## src/rtl/ram_pkg.sv

```systemverilog
// Shared constants for the block-RAM FIFO slice.
// Provides the default RAM geometry (address/data width, depth), the
// almost-full threshold and the occupancy counter type. The FIFO
// controller, the RAM wrapper and the bench all use these.
package ram_pkg;

  localparam int unsigned RAM_ADDR_W   = 8;
  localparam int unsigned RAM_DATA_W   = 8;
  localparam int unsigned RAM_DEPTH    = 2 ** RAM_ADDR_W;
  localparam int unsigned RAM_AFULL_TH = 240;

  // Occupancy needs one extra bit so that a completely full RAM is representable.
  localparam int unsigned COUNT_W = RAM_ADDR_W + 1;
  typedef logic [COUNT_W-1:0] count_t;

endpackage

```

## src/rtl/ram_fifo_ctrl.sv

```systemverilog
// FIFO controller in front of a simple dual-port block RAM
// (port A write, port B read, read latency 1, both ports on clka).
//
// Ports:
//   clka         clock, rising edge (also clocks the RAM ports)
//   rst          synchronous active-high reset
//   wr_en/wr_data    push request and data
//   rd_en            pop request
//   rd_data/rd_valid popped word (RAM doutb passthrough) and its strobe
//   full/empty/almost_full/count  occupancy status, all from registered count
//   wr_err/rd_err    one-cycle pulse for a push dropped when full /
//                    pop dropped when empty
//   ram_wea/ram_addra/ram_dina  RAM write port
//   ram_addrb/ram_doutb         RAM read port
module ram_fifo_ctrl
  import ram_pkg::*;
#(
  parameter int unsigned ADDR_W   = RAM_ADDR_W,
  parameter int unsigned DATA_W   = RAM_DATA_W,
  parameter int unsigned AFULL_TH = RAM_AFULL_TH
) (
  input  logic              clka,
  input  logic              rst,
  input  logic              wr_en,
  input  logic [DATA_W-1:0] wr_data,
  input  logic              rd_en,
  output logic [DATA_W-1:0] rd_data,
  output logic              rd_valid,
  output logic              full,
  output logic              empty,
  output logic              almost_full,
  output logic [ADDR_W:0]   count,
  output logic              wr_err,
  output logic              rd_err,
  output logic              ram_wea,
  output logic [ADDR_W-1:0] ram_addra,
  output logic [DATA_W-1:0] ram_dina,
  output logic [ADDR_W-1:0] ram_addrb,
  input  logic [DATA_W-1:0] ram_doutb
);

  localparam logic [ADDR_W:0]   DEPTH_C = {1'b1, {ADDR_W{1'b0}}};
  localparam logic [ADDR_W:0]   AFULL_C = AFULL_TH[ADDR_W:0];
  localparam logic [ADDR_W:0]   CNT_ONE = {{ADDR_W{1'b0}}, 1'b1};
  localparam logic [ADDR_W-1:0] PTR_ONE = {{(ADDR_W-1){1'b0}}, 1'b1};

  logic [ADDR_W-1:0] wr_ptr;
  logic [ADDR_W-1:0] rd_ptr;
  logic              wr_ok;
  logic              rd_ok;

  always_comb begin
    full        = (count == DEPTH_C);
    empty       = (count == '0);
    almost_full = (count >= AFULL_C);
    // Gating on registered flags keeps read and write slots disjoint:
    // empty blocks the read, full blocks the write.
    wr_ok       = wr_en & ~full;
    rd_ok       = rd_en & ~empty;
  end

  always_comb begin
    ram_wea   = wr_ok;
    ram_addra = wr_ptr;
    ram_dina  = wr_data;
    ram_addrb = rd_ptr;
    rd_data   = ram_doutb;
  end

  always_ff @(posedge clka) begin
    if (rst) begin
      wr_ptr   <= '0;
      rd_ptr   <= '0;
      count    <= '0;
      rd_valid <= 1'b0;
      wr_err   <= 1'b0;
      rd_err   <= 1'b0;
    end else begin
      if (wr_ok) wr_ptr <= wr_ptr + PTR_ONE;
      if (rd_ok) rd_ptr <= rd_ptr + PTR_ONE;
      case ({wr_ok, rd_ok})
        2'b10:   count <= count + CNT_ONE;
        2'b01:   count <= count - CNT_ONE;
        default: count <= count;
      endcase
      // RAM read latency is one cycle, so the strobe lines up with doutb.
      rd_valid <= rd_ok;
      wr_err   <= wr_en & full;
      rd_err   <= rd_en & empty;
    end
  end

endmodule

```

## config.mk

```make
export PLATFORM = sky130hd
export DESIGN_NAME = ram_fifo_ctrl
export DESIGN_NICKNAME = d
export VERILOG_FILES = /design/src/rtl/ram_pkg.sv /design/src/rtl/ram_fifo_ctrl.sv
export SDC_FILE = /design/constraint.sdc
export NUM_CORES = 1
export LEC_CHECK = 0
export ABC_AREA = 1
export CORE_UTILIZATION = 30
export CTS_CLUSTER_DIAMETER = 150
export DETAILED_ROUTE_END_ITERATION = 16
export GPL_TIMING_DRIVEN = 0
export PLACE_DENSITY_LB_ADDON = 0.05
export SYNTH_ARGS = -nofsm -noshare
export SYNTH_HDL_FRONTEND = slang
export SYNTH_SLANG_ARGS = --single-unit
```

## constraint.sdc

```tcl
create_clock -name clka -period 5.2 [get_ports clka]
set_input_delay 0.78 -clock clka [delete_from_list [all_inputs] [get_ports clka]]
set_output_delay 0.78 -clock clka [all_outputs]
set_load 0.02 [all_outputs]
```

=== Word-level counts from Yosys, hierarchy flattened ===
Index checks and enable logic that the tools add are counted.

* $add $sub $neg: 4
* Magnitude comparators: 1
* Eq/ne operators: 3
* Muxes and demuxes: 1
* Bitwise logic cells: 6
* Reductions and logical operators: 2

{| class="wikitable"
|+ Operator list
! kind !! count
|-
| 9-bit case mux with 2 select lines || 1
|-
| 8-bit by 1-bit adder with 8-bit output, second input constant || 2
|-
| 9-bit by 1-bit adder with 9-bit output, second input constant || 1
|-
| 9-bit equality test, second input constant || 1
|-
| 9-bit by 8-bit >= comparator with 1-bit output, second input constant || 1
|-
| 9-bit logical NOT || 1
|-
| 9-bit by 1-bit subtractor with 9-bit output, second input constant || 1
|-
| 1-bit AND || 4
|-
| 2-bit by 1-bit equality test with 1-bit output, second input constant || 1
|-
| 2-bit equality test, second input constant || 1
|-
| 1-bit inverter || 2
|-
| 2-bit nonzero test || 1
|}

* Register bits after elaboration: 28
* Output and inout bits: 48
* Logic and storage cells: 23

=== Depth between registers and ports, before layout ===
Gate-level depths: netlist of run 1.

* Depth after elaboration: 5
* Depth in mapped cells: 16

=== Worst setup path before layout of run 1 ===
No wires, ideal clock.

* Path type: input to register
* Start: in rd_en
* End: reg count[7]
* Arrival time: 2531 ps
* Path slack: 2560 ps
* Stages on the path: 12
* Buffers on the path: 1
* Cells stage by stage: buf_1 > nand2_4 > inv_1 > ha_1 > ha_1 > or2_2 > nand3_1 > nand2_1 > nand2_1 > nand3_1 > nand2_1 > inv_1

* Word-level cells in the longest chain between the ends: 3
* Elaborated cells on any way between the ends: 5

{| class="wikitable"
|+ Ends and longest elaborated chain
! element !! RTL line !! RTL
|-
| from (decl) || ram_fifo_ctrl.sv:26 || <nowiki>input logic rd_en,</nowiki>
|-
| 1-bit AND * || ram_fifo_ctrl.sv:59 || <nowiki>rd_ok = rd_en & ~empty;</nowiki>
|-
| via rd_ok || ram_fifo_ctrl.sv:50 || <nowiki>logic rd_ok;</nowiki>
|-
| 2-bit by 1-bit equality test with 1-bit output or 2-bit equality test (tied branches) || ram_fifo_ctrl.sv:81 || <nowiki>case ({wr_ok, rd_ok})</nowiki>
|-
| 9-bit case mux with 2 select lines or 2-bit nonzero test (tied branches) || n/a ||
|-
| to (signal assigned) || ram_fifo_ctrl.sv:82 || <nowiki>2'b10: count <= count + CNT_ONE;</nowiki>
|-
| to (signal assigned) || ram_fifo_ctrl.sv:83 || <nowiki>2'b01: count <= count - CNT_ONE;</nowiki>
|-
| to (signal assigned) || ram_fifo_ctrl.sv:84 || <nowiki>default: count <= count;</nowiki>
|-
| to (decl) || ram_fifo_ctrl.sv:32 || <nowiki>output logic [ADDR_W:0] count,</nowiki>
|}

The timed path passes the listed nets; every way through them passes the cells marked *.
A chain may end at the register's enable or synchronous reset.

=== Final worst setup path of run 1 ===
Same ends and word-level chain as after synthesis.

==> results.md, run 1 <==
- Result of the run: finished clean
- WL/cell: 10.79 um
- # diodes: 0
- Leak: between 1 and 1.5 nW
- Die Width: 81.10 um
- Worst EP required: 5.38 ns
- Cell Pwr Density: between 400 and 500 nW/um2
- Pins over their slew limit: 0
- Vias in the first global route: 1603
- Inst Count DP: 401
- Most common cell after layout, fill and taps aside: nand2_1
- Initial Util: a little under a third
- Worst Skew: 0.003424 ns
- Max-slew headroom: about 65%
- Cell variety after synth: 24
- Synth Net Count: ~310
- CORE AREA: 5991 um2
- Die Area: between 6000 and 7000 um2
- Yosys warns: 0
- Fin crit period: approximately 2.8 ns
- Actual slew at the worst max-slew pin: 0.5237 ns
- GR peak layer: met2
- Crit start category: input pin
- Final HPWL DP: ~3.2 mm
- Drt first-iter violations: between 60 and 70
- TritonCTS buffer count: 3
- Max frequency: around 360 MHz
- DRC: 0
- Post-Syn Area: roughly 1900 um2
- Via count: around 1800
- Remaining antenna violation count: 0
- Yosys reg bits: 28
- Max-cap violations: 0
- Final wirelength: about 4.4 mm
- Hold Crit Class: flip-flop to flip-flop
- First-pass GRT wire length: roughly 7.4 mm
- Final setup viols: 0
- Post-CTS Setup Bufs: 0
- Area contributors post-synth: dfxtp_1, nand2_1, nand3_1
- CTS tree: yes
- Setup Total Neg Slack: 0 ns
- Skew-Pair Late Insertion Delay: 0.27 ns
- GRT overflow: 0
- Synth Flop Type: dfxtp_1
- M3 GR Usage: under 10%
- Tcrit/Tclk final: a little over half
- Leading area contributor after synthesis: dfxtp_1
- EDFF count, synth: 0
- Placement Rows: 28
- Cells after Synth: about 280
- PortBufs: 48
- CTS Hold Buffers Added: 0
- CP Max Fanout: 9
- Worst VDD drop: ~210 uV
- Post-Syn Area per Cell: 6.751 um2
- Via density per instance: around 4.5
- RSZ-0062 raised after global routing: no
- Total power: between 1 and 1.5 mW
- Top cell type's share of synthesized area: roughly 30%
- Share of layout cells above drive strength 1: just under 9%
- Fill count: roughly 630
- Drt first pass iters: 4
- Post-synthesis sequential area ratio: 29.87%
- CTS clk-pin slew, worst paths: 0.09 ns
- Root Driver: clkbuf_8
- Met2 GRT Util: about 23%
- Final Net Count: between 300 and 400
- FFs w/ async S/R, synth: 0%
- Largest net degree at the start of global routing: 16
- Fin. Hold Viols: 0
- Clock sink count: 28
- I/O pin cnt: 68
- Die height: roughly 81 um
- Maximum clock insertion buffer count: 2
- Placer Congestion: about 0.76
- Tot GR Track Use: 14.25%
- Resize count post-CTS: 0
- Final Non-Filler Cells: slightly above 400
- Antenna violations before repair: 0
- Worst Path Arrival: roughly 3.0 ns
- Setup CP Type: input pin to flip-flop
- Most frequent cells in the layout: nand2_1, clkdlybuf4s50_1, nor2_1
- Worst Setup End Kind: flip-flop
- Met1 Resource Use GR: between 10% and 20%
- Htree depth: 1
- Synthesis-to-layout area growth: 33.53%
==> worst paths after layout <==
check / from / end / slack, ns / cells after the start
hold / removal: ram_addra[5]$_SDFFE_PP0P_ / ram_addra[5]$_SDFFE_PP0P_ / 0.49 / 2
setup reg to reg: count[0]$_SDFFE_PP0P_ / count[7]$_SDFFE_PP0P_ / 2.45 / 15
hold reg to reg: ram_addra[5]$_SDFFE_PP0P_ / ram_addra[5]$_SDFFE_PP0P_ / 0.49 / 2
setup / recovery: rd_en / count[7]$_SDFFE_PP0P_ / 2.41 / 12
==> cells in the mapped netlist, types with 2 or more instances <==
master,number
nor2_1,34
nand4_1,2
a21oi_1,16
o211ai_1,2
nand3_1,29
or2_2,2
xnor2_1,4
buf_4,16
o21ai_0,8
inv_1,33
nand3b_1,8
xor2_1,5
nand2_4,3
ha_1,10
nand2_1,67
dfxtp_1,28
clkbuf_1,4
==> cell type report <==
class / count / area [um2] / share of cell area (%)
Buffer: 22 / 150.1 / 5.991
Clock buffer: 4 / 55.05 / 2.197
Inverter: 34 / 127.6 / 5.092
Multi-Input combinational cell: 194 / 1039 / 41.44
Sequential cell: 28 / 560.5 / 22.37
Tap cell: 75 / 93.84 / 3.744
Timing Repair Buffer: 48 / 480.5 / 19.17
==> power by group <==
| group | internal, mW | switching, mW |
|---|---|---|
| combinational | 0.260 | 0.360 |
| sequential | 0.260 | 0.0596 |
| clock | 0.0678 | 0.0683 |
==> layer usage <==
metal / share of wire [%] / up-vias
met1: 51 / 782
met4: 0.57 / 0
li1: - / 977
met3: 5.7 / 2
met5: 0 / -
met2: 43 / 50
==> state kept, by name, indices dropped and copies added (netlist names) <==
signal	cells
rd_valid	1
ram_addrb	8
rd_err	1
count	9
wr_err	1
ram_addra	8
==> worst max-delay path, stage by stage <==
cell,delay [ns]
buf_1,0.34
nand2_4,0.15
inv_1,0.14
ha_1,0.46
ha_1,0.35
or2_2,0.32
nand3_1,0.13
nand2_1,0.06
nand2_1,0.06
nand3_1,0.06
nand2_1,0.08
inv_1,0.03
==> logic make-up (layout without fill, tap and decap cells) <==
kind of cell    count (synthesis)  count (layout)  share of synthesized area [%]
compound gates                 26              26                          7.200
xor+xnor                        9               9                          4.200
fa+ha+maj                      11              11                          7.733
buf+inv                        56             108                          14.80
flops                          28              28                          29.87
simple gates                  148             148                          36.20
==> stage by stage <==
stage          area, um2  hold WS, ns  util, %  setup slack [ns]
6_report            2506       0.4858    41.83             2.413
3_5_place_dp        2451       0.4682    40.91             2.069
3_3_place_gp        2451       0.4643    40.91             2.084
2_1_floorplan       1877       0.5400        -             2.560
5_1_grt             2506       0.4953    41.83             2.173
4_1_cts             2506       0.4846    41.83             2.377
No activity file was read; power rests on OpenSTA's default activity.
==> inputs of run 2 (changes only) <==
==> constraint.sdc (replaced) <==
create_clock -name clka -period 2.3 [get_ports clka]
set_input_delay 0.345 -clock clka [delete_from_list [all_inputs] [get_ports clka]]
set_output_delay 0.345 -clock clka [all_outputs]
set_load 0.02 [all_outputs]
==> results.md, run 2 (synthesis gave the netlist of run 1 again) <==
- Share of layout cells above drive strength 1: between 20% and 30%
- Drt first pass iters: 4
- Worst Path Arrival: around 2.4 ns
- Remaining antenna violation count: 0
- Hold Crit Class: input pin to flip-flop
- Sw Pwr: about 1.3 mW
- CP Max Fanout: 6
- FF-to-FF Start: count[0]$_SDFFE_PP0P_
- Placed cell area: roughly 2500 um2
- Worst hold stages: 3
- Fill count: 626
- Leak: approximately 1.3 nW
- CORE AREA: 5991 um2
- Most common cell after layout, fill and taps aside: nand2_1
- Area of the multi-input gates: 1249 um2
- TritonCTS buffer count: 3
- Root Driver: clkbuf_8
- Die Area: between 6000 and 7000 um2
- Die Width: 81.10 um
- CTS clk-pin slew, worst paths: roughly 0.11 ns
- Final setup viols: 0
- Most frequent cells in the layout: nand2_1, clkdlybuf4s50_1, buf_4
- Tot GR Track Use: 15.16%
- Placement Rows: 28
- Inst Count DP: around 400
- Htree depth: 1
- Cell Pwr Density: between 1000 and 1500 nW/um2
- Switching share of power: a little over two fifths
- Final wirelength: slightly below 5 mm
- Maximum clock insertion buffer count: 2
- WL/cell: 11.25 um
- Initial Util: between 30% and 40%
- I/O pin cnt: 68
- Pre-CTS setup slack: -0.2454 ns
- Antenna violations before repair: 0
- Clock sink count: 28
- Clock share of power: about 13%
- Actual slew at the worst max-slew pin: between 0.5 and 0.6 ns
- Synthesis-to-layout area growth: 57.87%
- Worst Skew: about 0.0095 ns
- Critical hold path startpoint: wr_en
- Pins over their slew limit: 0
- Storage element area: 589.3 um2
- Hold Crit Endpoint: wr_err$_SDFF_PP0_
- CTS Hold Buffers Added: 0
- PortBufs: 48
- Setup Total Neg Slack: 0 ns
- Final HPWL DP: 3.255 mm
- Tcrit/Tclk final: 96.46%
- RSZ-0062 raised after global routing: yes
- Flop pwr share: between 20% and 30%
- Max-cap violations: 0
- Via count: 1939
- Combinational power share: a little over three fifths
- Worst R2R End: count[7]$_SDFFE_PP0P_
- Worst EP required: 2.50 ns
- CTS tree: yes
- First-pass GRT wire length: between 7 and 8 mm
- # diodes: 0
- Via density per instance: between 4 and 5
- Vias in the first global route: roughly 1700
- Setup CP Type: flip-flop to flip-flop
- DRC: 0
- Max frequency: approximately 450 MHz
- Largest register FFs: 9
- Worst VDD drop: around 730 uV
- Drt first-iter violations: 31
- Cell area after layout: 2963 um2
- Skew-Pair Late Insertion Delay: between 0.2 and 0.3 ns
- Final Net Count: 384
- Result of the run: finished clean
- Max-slew headroom: 65.11%
- Worst Setup End Kind: flip-flop
- Largest Register: count
- Largest net degree at the start of global routing: 17
- Placer Congestion: 0.7546
- GRT overflow: 0
- Total power: 3.165 mW
- Final Non-Filler Cells: between 400 and 500
- Pint: 1.827 mW
- Fin. Hold Viols: 0
- Fin crit period: 2.219 ns
- Final WS setup: about 0.08 ns
- Register-to-register setup slack: 0.08 ns
- Crit start category: flip-flop
- Die height: 81.10 um
- Worst Reg2Reg Path Length in Cells: 16
-- run 2: cell types whose count changed in the layout (fill, tap and decap cells not counted), moves of 3 or more --
cell / change
buf_4: +19
dfxtp_1: -9
nand2_1: -9
ha_1: -8
ha_4: +8
dfxtp_4: +7
nand2_2: +7
nor2_1: -6
nor2_2: +4
clkdlybuf4s50_1: -3
dlymetal6s2s_1: +3
-- run 2: routing by layer --
metal | GRT usage, % | wire (um) | vias to the layer above
met5 | 0 | 0 | -
met4 | 2.143 | 20 | 0
met3 | 2.921 | 199 | 4
met2 | 25.46 | 2231 | 45
met1 | 20.42 | 2353 | 876
li1 | - | - | 1014
-- run 2: cell type report --
type	instances	share of cell area, %
repair buffers	70	22.85
inverters	34	4.476
clock inverters	1	1.014
flip-flops and latches	28	19.89
clock buffers	3	1.394
plain buffers	22	5.068
multi-input cells	194	42.15
well taps	75	3.167
-- run 2: timing repair --
| item | in CTS | in global routing |
|---|---|---|
| pin swaps | 4 | 21 |
| setup endpoints to repair | 6 | 8 |
| resized for setup | 22 | 38 |
| buffers inserted | 8 | 14 |
-- run 2: critical path, stage by stage, from the launching register on --
cell	delay (ns)
dfxtp_4	0.36
nor2_2	0.10
nand2_1	0.10
nor2_4	0.14
nand2_4	0.09
nand2_8	0.08
inv_6	0.04
ha_4	0.21
buf_4	0.15
ha_4	0.28
nand2_1	0.09
nor2_2	0.13
nand3_4	0.09
nand3_1	0.10
nand3_1	0.07
nand2_1	0.07
inv_1	0.03
-- run 2: worst max-delay path by stage --
stage | endpoint | from | depth (start not counted)
4_1_cts | count[8]$_SDFFE_PP0P_ | count[4]$_SDFFE_PP0P_ | 17
3_5_place_dp | count[8]$_SDFFE_PP0P_ | count[4]$_SDFFE_PP0P_ | 15
3_3_place_gp | count[7]$_SDFFE_PP0P_ | count[1]$_SDFFE_PP0P_ | 15
6_report | count[7]$_SDFFE_PP0P_ | count[0]$_SDFFE_PP0P_ | 16
2_1_floorplan | count[7]$_SDFFE_PP0P_ | count[5]$_SDFFE_PP0P_ | 15
5_1_grt | count[5]$_SDFFE_PP0P_ | count[5]$_SDFFE_PP0P_ | 15
-- run 2: power by group through the flow --
stage          registers (mW)  logic (mW)  clock network [mW]
2_1_floorplan           0.841       0.847                   0
3_5_place_dp            0.747        1.42                   0
4_1_cts                 0.757        1.64               0.412
3_3_place_gp            0.752        1.41                   0
6_report                0.763        2.00               0.398
5_1_grt                 0.784        2.19               0.434
-- run 2: per-stage QoR --
step                utilization (%)  hold WS (ns)
floorplan                         -        0.5400
global placement              41.04        0.4629
detailed placement            41.04        0.4732
global route                  49.46        0.3162
CTS                           45.11        0.3188
finish                        49.46        0.3253
